`config.mk`:
```
export PLATFORM = sky130hd
export DESIGN_NAME = marlann_mem_arbiter
export DESIGN_NICKNAME = d
export VERILOG_FILES = /design/src/rtl/marlann_mem_arbiter_pkg.sv /design/src/rtl/marlann_arb_resp_pipe.sv /design/src/rtl/marlann_mem_arbiter.sv
export SDC_FILE = /design/constraint.sdc
export NUM_CORES = 1
export LEC_CHECK = 0
export ABC_AREA = 0
export CAP_MARGIN = 20
export CORE_AREA = 5 5 157 159
export CTS_CLUSTER_SIZE = 20
export DETAILED_ROUTE_END_ITERATION = 12
export DIE_AREA = 0 0 162 164
export PLACE_DENSITY = 0.7
export SLEW_MARGIN = 20
export SYNTH_ARGS = -nofsm -noshare
export SYNTH_HDL_FRONTEND = slang
export SYNTH_SLANG_ARGS = --single-unit
```
`constraint.sdc`:
```
create_clock -name clock_i -period 4 [get_ports clock_i]
set_clock_uncertainty 0.1 [all_clocks]
set_input_delay 1 -clock clock_i [delete_from_list [all_inputs] [get_ports clock_i]]
set_output_delay 1 -clock clock_i [all_outputs]
set_load 0.03 [all_outputs]
```
`src/rtl/marlann_mem_arbiter_pkg.sv`:
```
// Shared types and constants for the MARLANN main-memory arbiter.
// Holds client encodings, bus widths, response lane offsets and the wait-counter helper.
package marlann_mem_arbiter_pkg;

    localparam int unsigned MemAddrW = 16;
    localparam int unsigned MemDataW = 64;
    localparam int unsigned MemBeW   = MemDataW / 8;
    localparam int unsigned QDataW   = 16;
    localparam int unsigned SDataW   = 32;
    localparam int unsigned QLaneOff = 0;
    localparam int unsigned SLaneOff = 0;
    localparam int unsigned StarveW  = 8;

    typedef enum logic [1:0] {
        ArbNone = 2'd0,
        ArbCmem = 2'd1,
        ArbQmem = 2'd2,
        ArbSmem = 2'd3
    } arb_client_e;

    // Wait counter: clears on grant or dropped request, counts only while eligible.
    function automatic logic [StarveW-1:0] wait_cnt_next(
        input logic [StarveW-1:0] cnt,
        input logic               req,
        input logic               pend,
        input logic               granted,
        input logic [StarveW-1:0] limit
    );
        if (!req || granted) begin
            return '0;
        end else if (!pend && (cnt != limit)) begin
            return cnt + 1'b1;
        end
        return cnt;
    endfunction

endpackage

```
`src/rtl/marlann_arb_resp_pipe.sv`:
```
// Fixed-latency response tracker: a 1-bit shift register with asynchronous clear.
// pend_o is high while any access is in flight, including the done cycle.
module marlann_arb_resp_pipe #(
    parameter int unsigned Depth = 2
) (
    input  logic clock_i,
    input  logic resetn_i,
    input  logic issue_i,
    output logic pend_o,
    output logic done_o
);

    logic [Depth-1:0] sr_q, sr_d;

    always_comb begin
        sr_d = {sr_q[Depth-2:0], issue_i};
    end

    always_ff @(posedge clock_i or negedge resetn_i) begin
        if (!resetn_i) begin
            sr_q <= '0;
        end else begin
            sr_q <= sr_d;
        end
    end

    assign pend_o = |sr_q;
    assign done_o = sr_q[Depth-1];

endmodule

```
`src/rtl/marlann_mem_arbiter.sv`:
```
// Single-port main-memory arbiter for compute, QPI host and sequencer clients.
// Define MARLANN_ARB_RR_EN to alternate qmem/smem when both qualify (default: qmem first).
module marlann_mem_arbiter
    import marlann_mem_arbiter_pkg::*;
#(
    parameter int unsigned QLatency    = 2,
    parameter int unsigned SLatency    = 3,
    parameter int unsigned StarveLimit = 255
) (
    input  logic                clock_i,
    input  logic                resetn_i,
    input  logic                c_ren_i,
    input  logic [MemBeW-1:0]   c_wen_i,
    input  logic [MemAddrW-1:0] c_addr_i,
    input  logic [MemDataW-1:0] c_wdata_i,
    output logic [MemDataW-1:0] c_rdata_o,
    input  logic                q_req_i,
    input  logic [1:0]          q_wen_i,
    input  logic [MemAddrW-1:0] q_addr_i,
    input  logic [QDataW-1:0]   q_wdata_i,
    output logic                q_done_o,
    output logic [QDataW-1:0]   q_rdata_o,
    input  logic                s_req_i,
    input  logic [MemAddrW-1:0] s_addr_i,
    output logic                s_ready_o,
    output logic [SDataW-1:0]   s_rdata_o,
    output logic [MemAddrW-1:0] mem_addr_o,
    output logic [MemBeW-1:0]   mem_wen_o,
    output logic [MemDataW-1:0] mem_wdata_o,
    input  logic [MemDataW-1:0] mem_rdata_i,
    output logic                starve_o
);

    localparam logic [StarveW-1:0] Limit = StarveW'(StarveLimit);

    arb_client_e         grant;
    logic                c_act, q_ok, s_ok, q_pend, s_pend;
    logic [MemAddrW-1:0] mem_addr_q, mem_addr_d;
    logic [MemBeW-1:0]   mem_wen_q, mem_wen_d;
    logic [MemDataW-1:0] mem_wdata_q, mem_wdata_d;
    logic [StarveW-1:0]  q_cnt_q, q_cnt_d, s_cnt_q, s_cnt_d;
    logic                starve_q, starve_d;

    assign c_act = c_ren_i || (|c_wen_i);
    assign q_ok  = q_req_i && !q_pend;
    assign s_ok  = s_req_i && !s_pend;

`ifdef MARLANN_ARB_RR_EN
    logic rr_q, rr_d;

    assign rr_d = rr_q ^ ((grant == ArbQmem) || (grant == ArbSmem));

    always_ff @(posedge clock_i or negedge resetn_i) begin
        if (!resetn_i) begin
            rr_q <= 1'b0;
        end else begin
            rr_q <= rr_d;
        end
    end
`endif

    // Compute always wins; it has no backpressure.
    always_comb begin
        grant = ArbNone;
        if (c_act) begin
            grant = ArbCmem;
        end else if (q_ok && s_ok) begin
`ifdef MARLANN_ARB_RR_EN
            grant = rr_q ? ArbSmem : ArbQmem;
`else
            grant = ArbQmem;
`endif
        end else if (q_ok) begin
            grant = ArbQmem;
        end else if (s_ok) begin
            grant = ArbSmem;
        end
    end

    always_comb begin
        mem_addr_d  = c_addr_i;
        mem_wen_d   = '0;
        mem_wdata_d = c_wdata_i;
        unique case (grant)
            ArbCmem: mem_wen_d = c_wen_i;
            ArbQmem: begin
                mem_addr_d  = q_addr_i;
                mem_wen_d   = {{(MemBeW-2){1'b0}}, q_wen_i};
                mem_wdata_d = {{(MemDataW-QDataW){1'b0}}, q_wdata_i};
            end
            ArbSmem: begin
                mem_addr_d  = s_addr_i;
                mem_wdata_d = '0;
            end
            default: ;
        endcase
    end

    always_comb begin
        q_cnt_d  = wait_cnt_next(q_cnt_q, q_req_i, q_pend, grant == ArbQmem, Limit);
        s_cnt_d  = wait_cnt_next(s_cnt_q, s_req_i, s_pend, grant == ArbSmem, Limit);
        starve_d = (q_cnt_d == Limit) || (s_cnt_d == Limit);
    end

    always_ff @(posedge clock_i or negedge resetn_i) begin
        if (!resetn_i) begin
            mem_addr_q  <= '0;
            mem_wen_q   <= '0;
            mem_wdata_q <= '0;
            q_cnt_q     <= '0;
            s_cnt_q     <= '0;
            starve_q    <= 1'b0;
        end else begin
            mem_addr_q  <= mem_addr_d;
            mem_wen_q   <= mem_wen_d;
            mem_wdata_q <= mem_wdata_d;
            q_cnt_q     <= q_cnt_d;
            s_cnt_q     <= s_cnt_d;
            starve_q    <= starve_d;
        end
    end

    marlann_arb_resp_pipe #(
        .Depth (QLatency)
    ) u_q_pipe (
        .clock_i  (clock_i),
        .resetn_i (resetn_i),
        .issue_i  (grant == ArbQmem),
        .pend_o   (q_pend),
        .done_o   (q_done_o)
    );

    marlann_arb_resp_pipe #(
        .Depth (SLatency)
    ) u_s_pipe (
        .clock_i  (clock_i),
        .resetn_i (resetn_i),
        .issue_i  (grant == ArbSmem),
        .pend_o   (s_pend),
        .done_o   (s_ready_o)
    );

    assign mem_addr_o  = mem_addr_q;
    assign mem_wen_o   = mem_wen_q;
    assign mem_wdata_o = mem_wdata_q;
    assign starve_o    = starve_q;
    assign c_rdata_o   = mem_rdata_i;
    assign q_rdata_o   = mem_rdata_i[QLaneOff +: QDataW];
    assign s_rdata_o   = mem_rdata_i[SLaneOff +: SDataW];

endmodule

```
==> run metrics <==
status finished, final reports clean; Worst Max-Slew Pin Slew approximately 770 ps; synth unique cells 42; critical path type in2reg; Placer Congestion just under 0.8; Post-synth EDFFs 0; Max Slew Vio Count 0; Final Instance Area slightly above 0.007 mm^2; layout cells sized above 1 under 10%; Synth Cell Area slightly above 0.005 mm^2; antenna fix cells 0; count of final setup violators 0; CTS tree done; Worst-path clk slew about 80 ps; Worst setup EP type register; H-Tree Level Count 3; cell family with most CP delay simple AND/OR/NAND/NOR gates; HP Class reg2reg; total number of vias roughly 3600; Hold Buf Count CTS 0; CP arrival 2990 ps; RSZ-0062 raised after global routing false; core outline area roughly 0.023 mm^2; met1 Track Usage GR 12.5%; DP HPWL 11.7 mm; Synth Register Bits between 100 and 150; Post-Synthesis Net Count 657; met3 global-route usage under 10%; initial antenna violation count 1; Final Hold Violating Endpoints 0; ys async rst share 100%; Synth warnings 0; Area after DPL 0.00688 mm^2; Final period util between 70 and 80%; Die Y approximately 160 um; peak supply drop around 0.00016 V; Skew-Pair Late Insertion Delay ~350 ps; GRT Residual Overflow 0; Residual DRC 0; row count between 50 and 60; footprint of the multi-input gates approximately 0.0013 mm^2; static leakage around 3.0 nW; max cap viols 0; Max Clk Rate between 300 and 400 MHz; port bufs 233; Layout Nets 774; worst path required time roughly 4200 ps; crit-path max cell delay 540 ps; largest net degree at the start of global routing 57; initial DRC count between 150 and 200; vias in the first global route ~3700; most used routing layer met2; first-pass GRT wire length roughly 22 mm; detail-routed net length per standard cell around 18 um; Critical Path Stages 6; Root Driver clkbuf_16; Worst Path Buf+Inv 2; DRT Pass-1 Iters 6; slowest stage cell, crit path nor2_4; Num CTS Buffers 9; Pwr Density approximately 350 mW/mm^2; hold path depth 0; die area 0.0266 mm^2; Syn Area/Cell around 11 um^2; grt met2 use about 17%; Sum Neg Setup Slack 0 ps; area delta synth->final 41.6%; Post-DRT Antenna Nets 0; DIE WIDTH 162 um; Initial Utilization a little over a fifth; FF/Latch Area about 0.0028 mm^2; final WL ~15 mm; Register-to-Register Path Depth 7; Fill cells roughly 2400; critical path peak fanout 20; cells along the critical path clkdlybuf4s50_1, nor4_4, nand3_4, nor2_4, buf_12, a22o_1; sequential share of the synthesized area roughly 54%; post-layout min period between 2000 and 3000 ps; Min Hold Slack 335 ps; Slew HR ~50%; Main synth FF type dfrtp_1; I/O Pins 410; Post-CTS Setup Bufs 0; CTS sink count 110; CTS resizes 0; gr usage total between 10 and 15%; via/cell ratio between 4 and 5; CTS Buffer Depth 2; Cells after Synth approximately 450; Worst setup SP type input pin
[cell usage after synthesis (3+ instances only)]
master      n  area (um^2)
buf_6       3         33.8
dfrtp_1   110         2750
inv_1      18         67.6
mux2i_1     4         40.0
a22o_1     16          140
buf_2       5         25.0
nand3_1     8         40.0
nand2_1    15         56.3
nor3_1      5         25.0
buf_4     112          841
clkbuf_1   12         45.0
a21oi_1     5         25.0
nor2_1     16         60.1
xor2_1      3         26.3
a222oi_1   16          160
nand4_1     7         43.8
a21o_1      4         30.0
o21ai_0     9         45.0
and2_1     50          313
[kinds of logic after synthesis]
| kind of cell | count (synthesis) | synth area share [%] |
|---|---|---|
| AOI/OAI and AO/OA | 59 | 9.61 |
| buffers and inverters | 150 | 20.0 |
| DFF | 110 | 54.3 |
| adders and majority gates | 2 | 0.494 |
| muxes | 5 | 1.01 |
| and+or+nand+nor | 118 | 13.9 |
| xor gates and xnor gates | 4 | 0.692 |
[sequential cells by signal (all words and copies together) (netlist names)]
register and count:
s_cnt_q 8, q_cnt_q 8, u_s_pipe.sr_q 3, starve_o 1, mem_wen_o 8, u_q_pipe.sr_q 2, mem_addr_o 16, mem_wdata_o 64
[routing by layer]
layer,up-vias,routed length (um)
met4,0,280
met1,1726,5610
met3,17,2000
met5,-,0
li1,1623,-
met2,264,7190
[cell usage in the layout, fill, tap and decap left out, types with 2 or more instances in the layout]
master | Yosys | final
clkdlybuf4s50_1 | 0 | 232
dfrtp_1 | 110 | 110
and2_1 | 50 | 50
inv_1 | 18 | 18
nor2_1 | 16 | 16
a222oi_1 | 16 | 16
a22o_1 | 16 | 16
nand2_1 | 15 | 15
o21ai_0 | 9 | 9
clkbuf_16 | 0 | 9
nand3_1 | 8 | 8
nand4_1 | 7 | 7
nor3_1 | 5 | 5
a21oi_1 | 5 | 5
mux2i_1 | 4 | 4
buf_4 | 112 | 4
a21o_1 | 4 | 3
xor2_1 | 3 | 3
nor3_4 | 2 | 2
a31oi_1 | 2 | 2
and4_1 | 2 | 2
or3_1 | 2 | 2
nand2b_1 | 2 | 2
ha_1 | 2 | 2
clkinv_4 | 0 | 2
inv_6 | 0 | 2
buf_12 | 0 | 2
[final timing paths]
check | from | end | slack (ps)
min in group asynchronous | resetn_i | s_cnt_q[5]$_DFF_PN0_ | 620
hold reg to reg | u_s_pipe.sr_q[1]$_DFF_PN0_ | u_s_pipe.sr_q[2]$_DFF_PN0_ | 340
hold / removal | u_s_pipe.sr_q[1]$_DFF_PN0_ | u_s_pipe.sr_q[2]$_DFF_PN0_ | 340
max in group asynchronous | resetn_i | mem_wdata_o[26]$_DFF_PN0_ | 2410
setup / recovery | c_wen_i[3] | mem_wdata_o[2]$_DFF_PN0_ | 1200
setup reg to reg | q_cnt_q[0]$_DFF_PN0_ | starve_o$_DFF_PN0_ | 1900
[metrics by stage]
| step | setup WS (ps) | total power, W | utilization, % | cells |
|---|---|---|---|---|
| global placement | 821 | 0.00163 | 29.8 | 844 |
| floorplan | 1580 | 0.00156 | - | 448 |
| finish | 1200 | 0.00250 | 31.0 | 860 |
| CTS | 1150 | 0.00256 | 31.0 | 860 |
| global route | 1050 | 0.00261 | 31.0 | 860 |
| detailed placement | 762 | 0.00163 | 29.8 | 844 |
[report_power, final]
part / internal (W) / total [W] / switching [W]
logic: 0.000233 / 0.000426 / 0.000193
registers: 0.00116 / 0.00118 / 0.0000199
clock network: 0.000441 / 0.000895 / 0.000454
total: 0.00183 / 0.00250 / 0.000667
[layout make-up]
class	instances	area share [%]
Clock buffer	10	3.19
Multi-Input combinational cell	188	18.2
Timing Repair Buffer	238	33.3
Tap cell	290	5.06
Inverter	18	0.942
Clock inverter	6	0.872
Sequential cell	110	38.4
Power figures use the tool's default switching activity.
